### src/rtl/vga_sync_receiver_if.sv
// Sync inputs and recovered timing outputs shared by the VGA pin driver and the
// sync receiver.
interface vga_sync_receiver_if;
    logic       hSync;
    logic       vSync;
    logic [9:0] hCount;
    logic [9:0] vCount;
    logic       activeVideo;
    logic       frameStart;
    logic       locked;
    logic [7:0] errCount;

    modport master (
        output hSync, vSync,
        input  hCount, vCount, activeVideo, frameStart, locked, errCount
    );

    modport slave (
        input  hSync, vSync,
        output hCount, vCount, activeVideo, frameStart, locked, errCount
    );
endinterface

### src/rtl/vga_sync_receiver.sv
// Rebuilds pixel/line position from the VGA sync pair and checks it against the
// expected mode timing. Lock status and a saturating lock-loss count are reported.
module vga_sync_receiver #(
    parameter int PIX_SHIFT = 2,
    parameter int H_TOTAL   = 800,
    parameter int H_SYNC    = 96,
    parameter int H_ACT     = 144,
    parameter int V_TOTAL   = 525,
    parameter int V_SYNC    = 2,
    parameter int V_ACT     = 35,
    parameter int H_WIDTH   = 640,
    parameter int V_HEIGHT  = 480
) (
    input  logic                Clk,
    input  logic                Reset,
    vga_sync_receiver_if.slave  vga
);

    localparam logic [12:0] LINE_CLKS   = 13'(H_TOTAL << PIX_SHIFT);
    localparam logic [12:0] SYNC_CLKS   = 13'(H_SYNC << PIX_SHIFT);
    localparam logic [10:0] FRAME_LINES = 11'(V_TOTAL);
    localparam logic [10:0] SYNC_LINES  = 11'(V_SYNC);
    localparam logic [9:0]  H_FIRST     = 10'(H_ACT);
    localparam logic [9:0]  H_LAST      = 10'(H_ACT + H_WIDTH);
    localparam logic [9:0]  V_FIRST     = 10'(V_ACT);
    localparam logic [9:0]  V_LAST      = 10'(V_ACT + V_HEIGHT);

    typedef enum logic [1:0] {SEARCH, ACQUIRE, LOCKED} state_t;

    function automatic logic [11:0] satInc12(input logic [11:0] v);
        return (v == 12'hFFF) ? v : v + 12'd1;
    endfunction

    function automatic logic [7:0] satInc8(input logic [7:0] v);
        return (v == 8'hFF) ? v : v + 8'd1;
    endfunction

    logic        hq1, hq2, vq1, vq2;
    logic        hFall, hRise, vFall, vRise;
    logic [11:0] lineClk;
    logic [9:0]  lineCnt;
    logic        satSeen;
    logic        vFall_p1;
    logic [12:0] lineClkInc;
    logic [10:0] lineCntInc;
    logic [9:0]  pixIdx;
    logic        inWindow;
    logic        timeoutErr, lineErr, frameErr, anyErr;
    logic        errSeen;
    state_t      state;

    logic [9:0]  hCountR, vCountR;
    logic        activeR, frameStartR, lockedR;
    logic [7:0]  errCountR;

    assign hFall = hq2 & ~hq1;
    assign hRise = ~hq2 & hq1;
    assign vFall = vq2 & ~vq1;
    assign vRise = ~vq2 & vq1;

    // Compare in one extra bit so a saturated lineClk cannot wrap to a match.
    assign lineClkInc = {1'b0, lineClk} + 13'd1;
    assign lineCntInc = {1'b0, lineCnt} + 11'd1;
    assign pixIdx     = 10'(lineClk >> PIX_SHIFT);
    assign inWindow   = (pixIdx >= H_FIRST) && (pixIdx < H_LAST) &&
                        (lineCnt >= V_FIRST) && (lineCnt < V_LAST);

    // satSeen marks that lineClk already sat at its ceiling, so a stuck hSync errs once.
    assign timeoutErr = (lineClk == 12'hFFF) && !satSeen;
    assign lineErr    = (hFall && (lineClkInc != LINE_CLKS)) ||
                        (hRise && (lineClkInc != SYNC_CLKS)) ||
                        timeoutErr;
    assign frameErr   = (vFall && (!hFall || (lineCntInc != FRAME_LINES))) ||
                        (vRise && (!hFall || (lineCntInc != SYNC_LINES)));
    assign anyErr     = lineErr || frameErr;

    // Stage p0: sync capture, position counters and the registered position outputs.
    always_ff @(posedge Clk) begin
        if (Reset) begin
            hq1         <= 1'b1;
            hq2         <= 1'b1;
            vq1         <= 1'b1;
            vq2         <= 1'b1;
            lineClk     <= '0;
            lineCnt     <= '0;
            satSeen     <= 1'b0;
            vFall_p1    <= 1'b0;
            hCountR     <= '0;
            vCountR     <= '0;
            activeR     <= 1'b0;
            frameStartR <= 1'b0;
        end else begin
            hq1      <= vga.hSync;
            hq2      <= hq1;
            vq1      <= vga.vSync;
            vq2      <= vq1;
            satSeen  <= (lineClk == 12'hFFF);
            lineClk  <= hFall ? 12'd0 : satInc12(lineClk);
            if (hFall) begin
                lineCnt <= vFall ? 10'd0 : lineCntInc[9:0];
            end
            vFall_p1    <= vFall;
            hCountR     <= pixIdx;
            vCountR     <= lineCnt;
            activeR     <= inWindow;
            frameStartR <= vFall_p1;
        end
    end

    // Stage p1: lock FSM; an error in the vFall cycle still belongs to the frame that is ending.
    always_ff @(posedge Clk) begin
        if (Reset) begin
            state     <= SEARCH;
            errSeen   <= 1'b0;
            lockedR   <= 1'b0;
            errCountR <= '0;
        end else begin
            case (state)
                SEARCH: begin
                    if (vFall) state <= ACQUIRE;
                end
                ACQUIRE: begin
                    if (vFall && !(errSeen || anyErr)) state <= LOCKED;
                end
                LOCKED: begin
                    if (anyErr) begin
                        state     <= SEARCH;
                        errCountR <= satInc8(errCountR);
                    end
                end
                default: state <= SEARCH;
            endcase
            errSeen <= vFall ? 1'b0 : (errSeen || anyErr);
            lockedR <= (state == LOCKED) && !anyErr;
        end
    end

    assign vga.hCount      = hCountR;
    assign vga.vCount      = vCountR;
    assign vga.activeVideo = activeR;
    assign vga.frameStart  = frameStartR;
    assign vga.locked      = lockedR;
    assign vga.errCount    = errCountR;

endmodule

### src/flat_wrapper.sv
// flat-port wrapper written by rule: the top's interface ports become plain ports
module vga_sync_receiver_flat 
#(
    parameter int PIX_SHIFT = 2,
    parameter int H_TOTAL   = 800,
    parameter int H_SYNC    = 96,
    parameter int H_ACT     = 144,
    parameter int V_TOTAL   = 525,
    parameter int V_SYNC    = 2,
    parameter int V_ACT     = 35,
    parameter int H_WIDTH   = 640,
    parameter int V_HEIGHT  = 480
)
  (Clk, Reset, vga_hSync, vga_vSync, vga_hCount, vga_vCount, vga_activeVideo, vga_frameStart, vga_locked, vga_errCount);
  vga_sync_receiver_if vga_i ();
  input  logic Clk;
  input  logic Reset;
  input wire logic [$bits(vga_i.hSync)-1:0] vga_hSync;
  input wire logic [$bits(vga_i.vSync)-1:0] vga_vSync;
  output wire logic [$bits(vga_i.hCount)-1:0] vga_hCount;
  output wire logic [$bits(vga_i.vCount)-1:0] vga_vCount;
  output wire logic [$bits(vga_i.activeVideo)-1:0] vga_activeVideo;
  output wire logic [$bits(vga_i.frameStart)-1:0] vga_frameStart;
  output wire logic [$bits(vga_i.locked)-1:0] vga_locked;
  output wire logic [$bits(vga_i.errCount)-1:0] vga_errCount;
  assign vga_i.hSync = vga_hSync;
  assign vga_i.vSync = vga_vSync;
  assign vga_hCount = vga_i.hCount;
  assign vga_vCount = vga_i.vCount;
  assign vga_activeVideo = vga_i.activeVideo;
  assign vga_frameStart = vga_i.frameStart;
  assign vga_locked = vga_i.locked;
  assign vga_errCount = vga_i.errCount;
  vga_sync_receiver #(.PIX_SHIFT(PIX_SHIFT), .H_TOTAL(H_TOTAL), .H_SYNC(H_SYNC), .H_ACT(H_ACT), .V_TOTAL(V_TOTAL), .V_SYNC(V_SYNC), .V_ACT(V_ACT), .H_WIDTH(H_WIDTH), .V_HEIGHT(V_HEIGHT)) u_core (.Clk(Clk), .Reset(Reset), .vga(vga_i));
endmodule
### config.mk
export PLATFORM = sky130hd
export DESIGN_NAME = vga_sync_receiver_flat
export DESIGN_NICKNAME = d
export VERILOG_FILES = /design/src/rtl/vga_sync_receiver_if.sv /design/src/rtl/vga_sync_receiver.sv /design/src/flat_wrapper.sv
export SDC_FILE = /design/constraint.sdc
export NUM_CORES = 1
export LEC_CHECK = 0
export ABC_AREA = 0
export CORE_UTILIZATION = 30
export DETAILED_ROUTE_END_ITERATION = 6
export DONT_BUFFER_PORTS = 1
export GPL_TIMING_DRIVEN = 0
export PLACE_DENSITY = 0.5
export SYNTH_ARGS = -nofsm -noshare
export SYNTH_HDL_FRONTEND = slang
export SYNTH_SLANG_ARGS = --single-unit
### constraint.sdc
create_clock -name Clk -period 6.1 [get_ports Clk]
set_input_delay 0.915 -clock Clk [delete_from_list [all_inputs] [get_ports Clk]]
set_output_delay 0.915 -clock Clk [all_outputs]
set_load 0.02 [all_outputs]
## Word-level counts from Yosys, hierarchy flattened

Cells that the tools add are included.

| storage, ports and cells | value |
|---|---|
| memory bits (read-only) | 0 |
| output and inout bits | 31 |
| bits in latches | 0 |
| RAM bits | 0 |
| register bits | 62 |
| memories kept | 0 |
| input port bits | 4 |
| word-level logic and storage cells | 75 |

| operators by class | value |
|---|---|
| div/mod/pow operators | 0 |
| multiply operators | 0 |
| eq/ne operators | 11 |
| muxes and demuxes | 5 |
| reductions and logical operators | 26 |
| bitwise operators | 9 |
| shift-type cells | 0 |
| add/subtract/negate cells | 4 |
| order comparisons | 4 |

Operators with widths:

| operator | count |
|---|---|
| 10-bit less-than comparator (second input constant) | 2 |
| 12-bit by 1-bit adder with 13-bit output (second input constant) | 1 |
| 13-bit by 12-bit != test with 1-bit output (second input constant) | 1 |
| 13-bit by 9-bit != test with 1-bit output (second input constant) | 1 |
| 12-bit by 1-bit adder with 12-bit output (second input constant) | 1 |
| 12-bit equality test (second input constant) | 1 |
| 10-bit by 1-bit adder with 11-bit output (second input constant) | 1 |
| 11-bit by 10-bit != test with 1-bit output (second input constant) | 1 |
| 11-bit by 2-bit != test with 1-bit output (second input constant) | 1 |
| 10-bit by 6-bit greater-or-equal comparator with 1-bit output (second input constant) | 1 |
| 10-bit by 8-bit greater-or-equal comparator with 1-bit output (second input constant) | 1 |
| 1-bit logical AND | 10 |
| 10-bit 2-to-1 mux | 1 |
| 8-bit by 1-bit adder with 8-bit output (second input constant) | 1 |
| 8-bit equality test (second input constant) | 1 |
| 1-bit logical OR | 7 |
| 2-bit 2-to-1 mux | 3 |
| 2-bit by 1-bit != test with 1-bit output (second input constant) | 3 |
| 2-bit one-hot mux with 3 select lines | 1 |
| 3-bit AND reduction | 2 |
| 1-bit NOT | 5 |
| 1-bit bitwise AND | 4 |
| 1-bit logical NOT | 4 |
| 2-bit OR reduction | 2 |
| 3 further kinds | 3 |

## Longest topological paths before layout

Gate-level depths: netlist of run 1.

| logic depth | value |
|---|---|
| word-level depth | 12 |
| gate-level depth with buffers | 11 |
| mapped depth without buffers | 9 |

## Worst setup path before layout of run 1

No wires, ideal clock.

| timing | value |
|---|---|
| path type | flip-flop to flip-flop |
| from | reg u_core.lineCnt[0] |
| to | reg u_core.errCountR[7] (netlist: u_core.vga.errCount[7]) |
| path buffers | 1 |
| stages on the path, launching flop included | 11 |
| library setup time | 0.123 ns |
| slack | 3.395 ns |
| required time | 5.977 ns |
| clock period less this slack | 2.705 ns |
| arrival | 2.581 ns |
| path through | dfxtp_1 ha_1 clkbuf_8 xor2_1 or4_1 a22o_1 o41ai_2 o2111ai_1 o21ai_2 nor3_1 mux2_1 |

| on the way | value |
|---|---|
| cells in the longest elaborated chain, start to end | 7 |
| elaborated cells on any way between the ends | 10 |
| those cells by class | 1 x add/sub; 2 x eq/ne; 7 x reduce/logical |

Ends and longest elaborated chain:

| item | RTL line | text |
|---|---|---|
| start, declared | vga_sync_receiver.sv:41 | `logic [9:0] lineCnt;` |
| start signal, assigned | vga_sync_receiver.sv:100 | `lineCnt <= vFall ? 10'd0 : lineCntInc[9:0];` |
| 10-bit by 1-bit adder with 11-bit output * | vga_sync_receiver.sv:63 | `assign lineCntInc = {1'b0, lineCnt} + 11'd1;` |
| 11-bit by 10-bit != test with 1-bit output / 11-bit by 2-bit != test with 1-bit output (equally long branches) | vga_sync_receiver.sv:73, vga_sync_receiver.sv:74 |  |
| 1-bit logical OR (on tied branches) | vga_sync_receiver.sv:73, vga_sync_receiver.sv:74 |  |
| 1-bit logical AND (on tied branches) | vga_sync_receiver.sv:73, vga_sync_receiver.sv:74 |  |
| 1-bit logical OR * | vga_sync_receiver.sv:73 | `assign frameErr = (vFall && (!hFall \|\| (lineCntInc != FRAME_LINES))) \|\|` |
| 1-bit logical OR * | vga_sync_receiver.sv:75 | `assign anyErr = lineErr \|\| frameErr;` |
| 3-bit AND reduction (no line) * | - |  |
| end signal, assigned | vga_sync_receiver.sv:128 | `errCountR <= satInc8(errCountR);` |
| end, declared | vga_sync_receiver.sv:54 | `logic [7:0] errCountR;` |

Every way passes the cells marked *; elsewhere a longest branch is shown, timed or not.
A chain may end at the register's enable or synchronous reset.

## Worst setup path in the final report of run 1

| timing | value |
|---|---|
| from | reg u_core.lineCnt[0] |
| to | reg u_core.errCountR[1] (netlist: u_core.vga.errCount[1]) |

The elaborated chain is that of the path after synthesis.

==> flow_metrics.tcl, run 1 <==
set metrics [dict create \
    hold_viol 0 \
    ant_nets 0 \
    firstDrtPassIters 7 \
    relSlewSlack_pct 50.1 \
    nets 335 \
    cts_made_buffers 9 \
    fmax_mhz 331 \
    port_buffers 0 \
    synth_area_um2 2780 \
    worst_slew_pin_slew_ns 0.743 \
    io_pins 35 \
    num_antenna_cells 0 \
    fin_crit_sh_pct 49.5 \
    crit_type "reg -> reg" \
    fillers 933 \
    dieArea_um2 9660 \
    rsz0062_at_grt "false" \
    wl_per_cell_um 13.5 \
    clock_latency_ns 0.34 \
    core_um2 8850 \
    finalSetupViolations 0 \
    die_y_um 98.3 \
    cts_hold_buffers 0 \
    antenna_found_initial 0 \
    syn_avg_cell_area_um2 8.83 \
    hold_class "reg -> reg" \
    power.leakage_nw 1.12 \
    cp_data_required_time_ns 6.31 \
    endpoint_kind "register" \
    gp_congestion 0.762 \
    whs_ns 0.440 \
    maxCapViolCount 0 \
    slew_violations 0 \
    cts_htree_levels 3 \
    cts-root-buf "clkbuf_8" \
    vdd_drop_max_mv 0.0995 \
    cts.sinks 62 \
    skew_ns 0.00358 \
    grt_pass1_wl_um 9900 \
    total_power_mw 0.892 \
    rows 34 \
    grt_max_degree 12 \
    final.min_clock_period_ns 3.02 \
    hpwlAfterDp_um 4220 \
    yosys_warnings 0 \
    start_kind "register" \
    place_area_um2 2920 \
    worstPathMaxFanout 10 \
    post-place-ws_ns 3.09 \
    timing.setup.tns_ns 0 \
    drt-total-wl_um 5940 \
    grtUsageTotal_pct 13.1 \
    grt_pass1_vias 2056 \
    drc_errors 3 \
    cts_resized 0 \
    arrival_ns 3.23 \
    seq_area_frac_synth_pct 44.6 \
    synthCells 315 \
    p_per_area_nw_per_um2 282 \
    initial_core_util_pct 31.4 \
    violations "design-rule violations" \
    post-cts-setup-buffer-count 0 \
    first_iter_violations 94 \
    gr-total-overflow 0 \
    clk_path_buf_depth 2 \
    synth_nets 324 \
    die_x_um 98.3 \
    synth_cell_types 55 \
    final_cell_area_um2 3160 \
    drive_above_1_share_pct 14.5 \
    via_count 2189 \
    worst_slack_ns 3.08 \
    ys_ff_latch 62 \
    vias_per_cell 4.99 \
    cts_tree "done" \
    area_growth_syn_to_layout_pct 13.7 \
    path_clk_slew_ns 0.07 \
    status "finished, violations left" \
]
==> cell usage in the layout, fill, tap and decap left out, types with 7 or more instances in the layout <==
cell type	synthesis	final
nor3_1	13	13
nor2b_1	20	20
nand2b_1	7	7
clkbuf_1	12	12
dfxtp_1	62	62
xnor2_1	8	8
inv_1	7	7
a21oi_1	18	18
nand3_1	13	13
clkbuf_8	4	14
nand2_1	20	20
xor2_1	7	7
nor2_1	25	25
o21ai_0	22	22
==> area by class of cell <==
class	count	area (um2)	share of cell area, %
clock inverter	6	109	3.44
multi-input combinational	224	1370	43.4
sequential	62	1240	39.2
tap	108	135	4.27
buffer	22	140	4.43
inverter	7	26.3	0.831
clock buffer	10	138	4.35
==> flip-flops by register name, summed over array words and instances, names as in the netlist, 2 cells and up <==
name and flops:
u_core.lineClk 12, u_core.lineCnt 10, u_core.vga.hCount 10, u_core.vga.vCount 10, u_core.vga.errCount 8, u_core.state 2
==> routing by layer <==
layer  share of wire, %  global-route usage (%)
met2                 44                    20.4
met3                5.8                    4.15
met4                2.6                    7.12
met5                  0                       0
met1                 47                    16.1
==> path summary, 6_finish.rpt <==
check / from / to / slack, ns / cells after the start
worst max-delay path: u_core.lineCnt[0]$_SDFFE_PP0P_ / u_core.vga.errCount[1]$_SDFFE_PP0P_ / 3.08 / 11
worst min-delay path: u_core.vFall_p1$_SDFF_PP0_ / u_core.vga.frameStart$_SDFF_PP0_ / 0.44 / 1
worst max register to register: u_core.lineCnt[0]$_SDFFE_PP0P_ / u_core.vga.errCount[1]$_SDFFE_PP0P_ / 3.08 / 11
worst min register to register: u_core.vFall_p1$_SDFF_PP0_ / u_core.vga.frameStart$_SDFF_PP0_ / 0.44 / 1
==> worst max-delay path, stage by stage (launching register included) <==
cell and delay, ns:
dfxtp_1 0.41, ha_1 0.25, clkbuf_8 0.15, xor2_1 0.13, or4_1 0.40, a22o_1 0.27
o41ai_2 0.34, o2111ai_1 0.27, o21ai_2 0.27, buf_6 0.16, mux2i_1 0.18, nor2_1 0.05
==> where the power goes <==
part	total (mW)	switching (mW)	leakage, nW	internal (mW)
Sequential	0.416	0.00646	0.502	0.410
Clock	0.446	0.164	0.126	0.282
Combinational	0.0300	0.0187	0.488	0.0113
==> cells in the mapped netlist (all sizes together) <==
master   number  area share [%]
and2          2            0.50
xor2          7             2.2
xnor2         8             2.5
nand2b        7             1.6
o2111ai       1            0.31
a22o          1            0.31
nand3        15             3.1
dfxtp        62              45
ha            5             2.2
nand4         5             1.1
inv           7            0.94
and2b         2            0.63
o31a          1            0.31
nand2        20             2.7
nor2b        20             4.5
o21ai        24             4.5
nor2         25             3.4
o22ai         2            0.45
o31ai         2            0.54
o211a         1            0.36
a2111oi       1            0.31
a21oi        18             3.2
or3           9             2.2
or2           5             1.1
a21bo         1            0.36
buf           4             1.1
nor4          5             1.1
mux2i         2            0.72
mux2          2            0.81
clkbuf       18             4.0
nor3         13             2.3
and3          4            0.94
nand3b        2            0.54
o41ai         3             1.2
and4          1            0.31
o311ai        1            0.31
a31o          2            0.63
a21o          2            0.58
or4           1            0.27
a31oi         1            0.23
nor3b         2            0.54
a41o          1            0.40
==> kinds of logic (layout without fill, tap and decap cells) <==
group | after synthesis | count (layout) | share of synthesized area, %
simple gates | 138 | 138 | 26.9
compound gates | 62 | 62 | 14.0
flops | 62 | 62 | 44.6
fa+ha+maj | 5 | 5 | 2.25
buf+inv | 29 | 45 | 5.98
mux | 4 | 4 | 1.53
xor+xnor | 15 | 15 | 4.72
==> per-stage QoR <==
step	cells	utilization, %
floorplan	315	-
global placement	423	33.0
detailed placement	423	33.0
CTS	439	35.7
global route	439	35.7
finish	439	35.7
No activity file was read; power rests on OpenSTA's default activity.
==> run 2, diff against run 1 <==
clock period = 2.9 ns   (was 6.1 ns; I/O delays follow)
==> flow_metrics.tcl, run 2 (same netlist as run 1, synthesis figures left out) <==
set metrics [dict create \
    cts-root-buf "clkbuf_8" \
    rrSetupSlack_ns 0.14 \
    min_from "vga_hSync" \
    maxCapViolCount 0 \
    postLayoutCoreUtil_pct 36.2 \
    first_iter_violations 98 \
    endpoint_kind "register" \
    status "finished, violations left" \
    firstDrtPassIters 7 \
    die_x_um 98.3 \
    die_y_um 98.3 \
    rsz0062_at_grt "true" \
    ant_nets 0 \
    vdd_drop_max_mv 0.209 \
    worst_slew_pin_slew_ns 0.772 \
    num_antenna_cells 0 \
    dieArea_um2 9660 \
    relSlewSlack_pct 48.1 \
    total_power_mw 1.88 \
    clock_latency_ns 0.34 \
    cts_made_buffers 9 \
    p_per_area_nw_per_um2 586 \
    regMostFlops "u_core.lineClk" \
    fin_crit_sh_pct 95.2 \
    grt_pass1_wl_um 9900 \
    arrival_ns 2.99 \
    final.min_clock_period_ns 2.76 \
    grt_pass1_vias 2056 \
    io_pins 35 \
    cts_tree "done" \
    hpwlAfterDp_um 4220 \
    grtUsageTotal_pct 13.1 \
    violations "design-rule violations" \
    cts.sinks 62 \
    hold_path_end "u_core.hq1$_SDFF_PP1_" \
    final_cell_mix "dfxtp_1 (59), nor2_1 (25), o21ai_0 (22)" \
    cp_cell_sequence "ha_1 -> nand3_2 -> nor4_1 -> o311ai_1 -> o41ai_1 -> o22ai_2 -> o21ai_2 -> nor3_1 -> mux2_1" \
    gp_congestion 0.762 \
    port_buffers 0 \
    cts_hold_buffers 0 \
    clk_path_buf_depth 2 \
    regToRegStartpoint "u_core.lineClk[1]$_SDFFE_PP0N_" \
    slew_violations 0 \
    worst_path_dominant_cell_family "compound AO/OA/AOI/OAI gates" \
    cp_data_required_time_ns 3.13 \
    core_um2 8850 \
    layout_commonest_cell "dfxtp_1" \
    hold_class "in -> reg" \
    hold_viol 0 \
    drive_above_1_share_pct 17.4 \
    max_stage_delay_ns 0.44 \
    fmax_mhz 362 \
    drc_errors 3 \
    largest_reg_flops 12 \
    cts_htree_levels 3 \
    finalSetupViolations 0 \
    path_clk_slew_ns 0.07 \
    skew_ns 0.00372 \
    worstPathMaxFanout 8 \
    grt_max_degree 12 \
    hold_depth 1 \
    whs_ns 0.197 \
    rr_worst_depth 9 \
    via_count 2179 \
    rows 34 \
    nets 337 \
    power.leakage_nw 1.14 \
    area_growth_syn_to_layout_pct 15.2 \
    start_kind "register" \
    drt-total-wl_um 6010 \
    gr-total-overflow 0 \
    vias_per_cell 4.94 \
    crit_type "reg -> reg" \
    antenna_found_initial 0 \
    r2r_end "u_core.vga.errCount[7]$_SDFFE_PP0P_" \
    initial_core_util_pct 31.4 \
    crit_buf_inv 0 \
    critPathSlowestCell "dfxtp_1" \
    wl_per_cell_um 13.6 \
]
run 2: worst reg2reg max path: stages, from the launching register on:
cell and delay, ns:
dfxtp_1 0.44, ha_1 0.28, nand3_2 0.19, nor4_1 0.34, o311ai_1 0.19, o41ai_1 0.40
o22ai_2 0.17, o21ai_2 0.24, nor3_1 0.09, mux2_1 0.32
run 2: cell type report:
class	instances	area [um2]
fillers	929	5640
multi-input cells	224	1400
flip-flops and latches	62	1250
plain buffers	22	141
clock buffers	10	138
well taps	108	135
clock inverters	6	109
inverters	7	26.3
repair buffers	2	12.5
run 2: through the flow:
step / cell area (um2) / TNS [ns] / setup WS, ns / instances
after CTS: 3170 / 0 / 0.000190 / 439
after global routing: 3210 / -0.0957 / -0.0362 / 441
after detailed placement: 2920 / -0.366 / -0.108 / 423
after floorplan: 2780 / 0 / 0.195 / 315
after global placement: 2920 / -0.525 / -0.117 / 423
final: 3210 / 0 / 0.139 / 441
run 2: worst max path at each step:
stage,startpoint,to,slack [ns],cells after the start
after floorplan,u_core.lineCnt[0]$_SDFFE_PP0P_,u_core.vga.errCount[7]$_SDFFE_PP0P_,0.20,10
after global placement,u_core.lineCnt[0]$_SDFFE_PP0P_,u_core.vga.errCount[1]$_SDFFE_PP0P_,-0.12,11
after detailed placement,u_core.lineCnt[0]$_SDFFE_PP0P_,u_core.vga.errCount[1]$_SDFFE_PP0P_,-0.11,11
after CTS,u_core.lineClk[0]$_SDFFE_PP0N_,u_core.vga.errCount[1]$_SDFFE_PP0P_,0.0002,10
after global routing,u_core.lineCnt[1]$_SDFFE_PP0P_,u_core.vga.errCount[1]$_SDFFE_PP0P_,-0.04,11
final,u_core.lineClk[1]$_SDFFE_PP0N_,u_core.vga.errCount[7]$_SDFFE_PP0P_,0.14,9
run 2: layer usage:
metal | GRT usage, % | vias to the layer above | wire [um]
li1 | - | 1112 | -
met5 | 0 | - | 0
met4 | 7.12 | 0 | 138
met1 | 16.1 | 1010 | 2840
met3 | 4.15 | 11 | 341
met2 | 20.4 | 46 | 2690
run 2: where the power goes:
| group | total [mW] | switching (mW) | internal [mW] |
|---|---|---|---|
| sequential | 0.874 | 0.0119 | 0.862 |
| clock | 0.937 | 0.344 | 0.593 |
| combinational | 0.0684 | 0.0421 | 0.0263 |
run 2: what timing repair did:
| action | in CTS | in global routing |
|---|---|---|
| gates resized for setup | 3 | 8 |
| gates cloned | 0 | 1 |
| setup buffers | 0 | 1 |
| setup endpoints to repair | 9 | 9 |
| pin swaps | 3 | 2 |
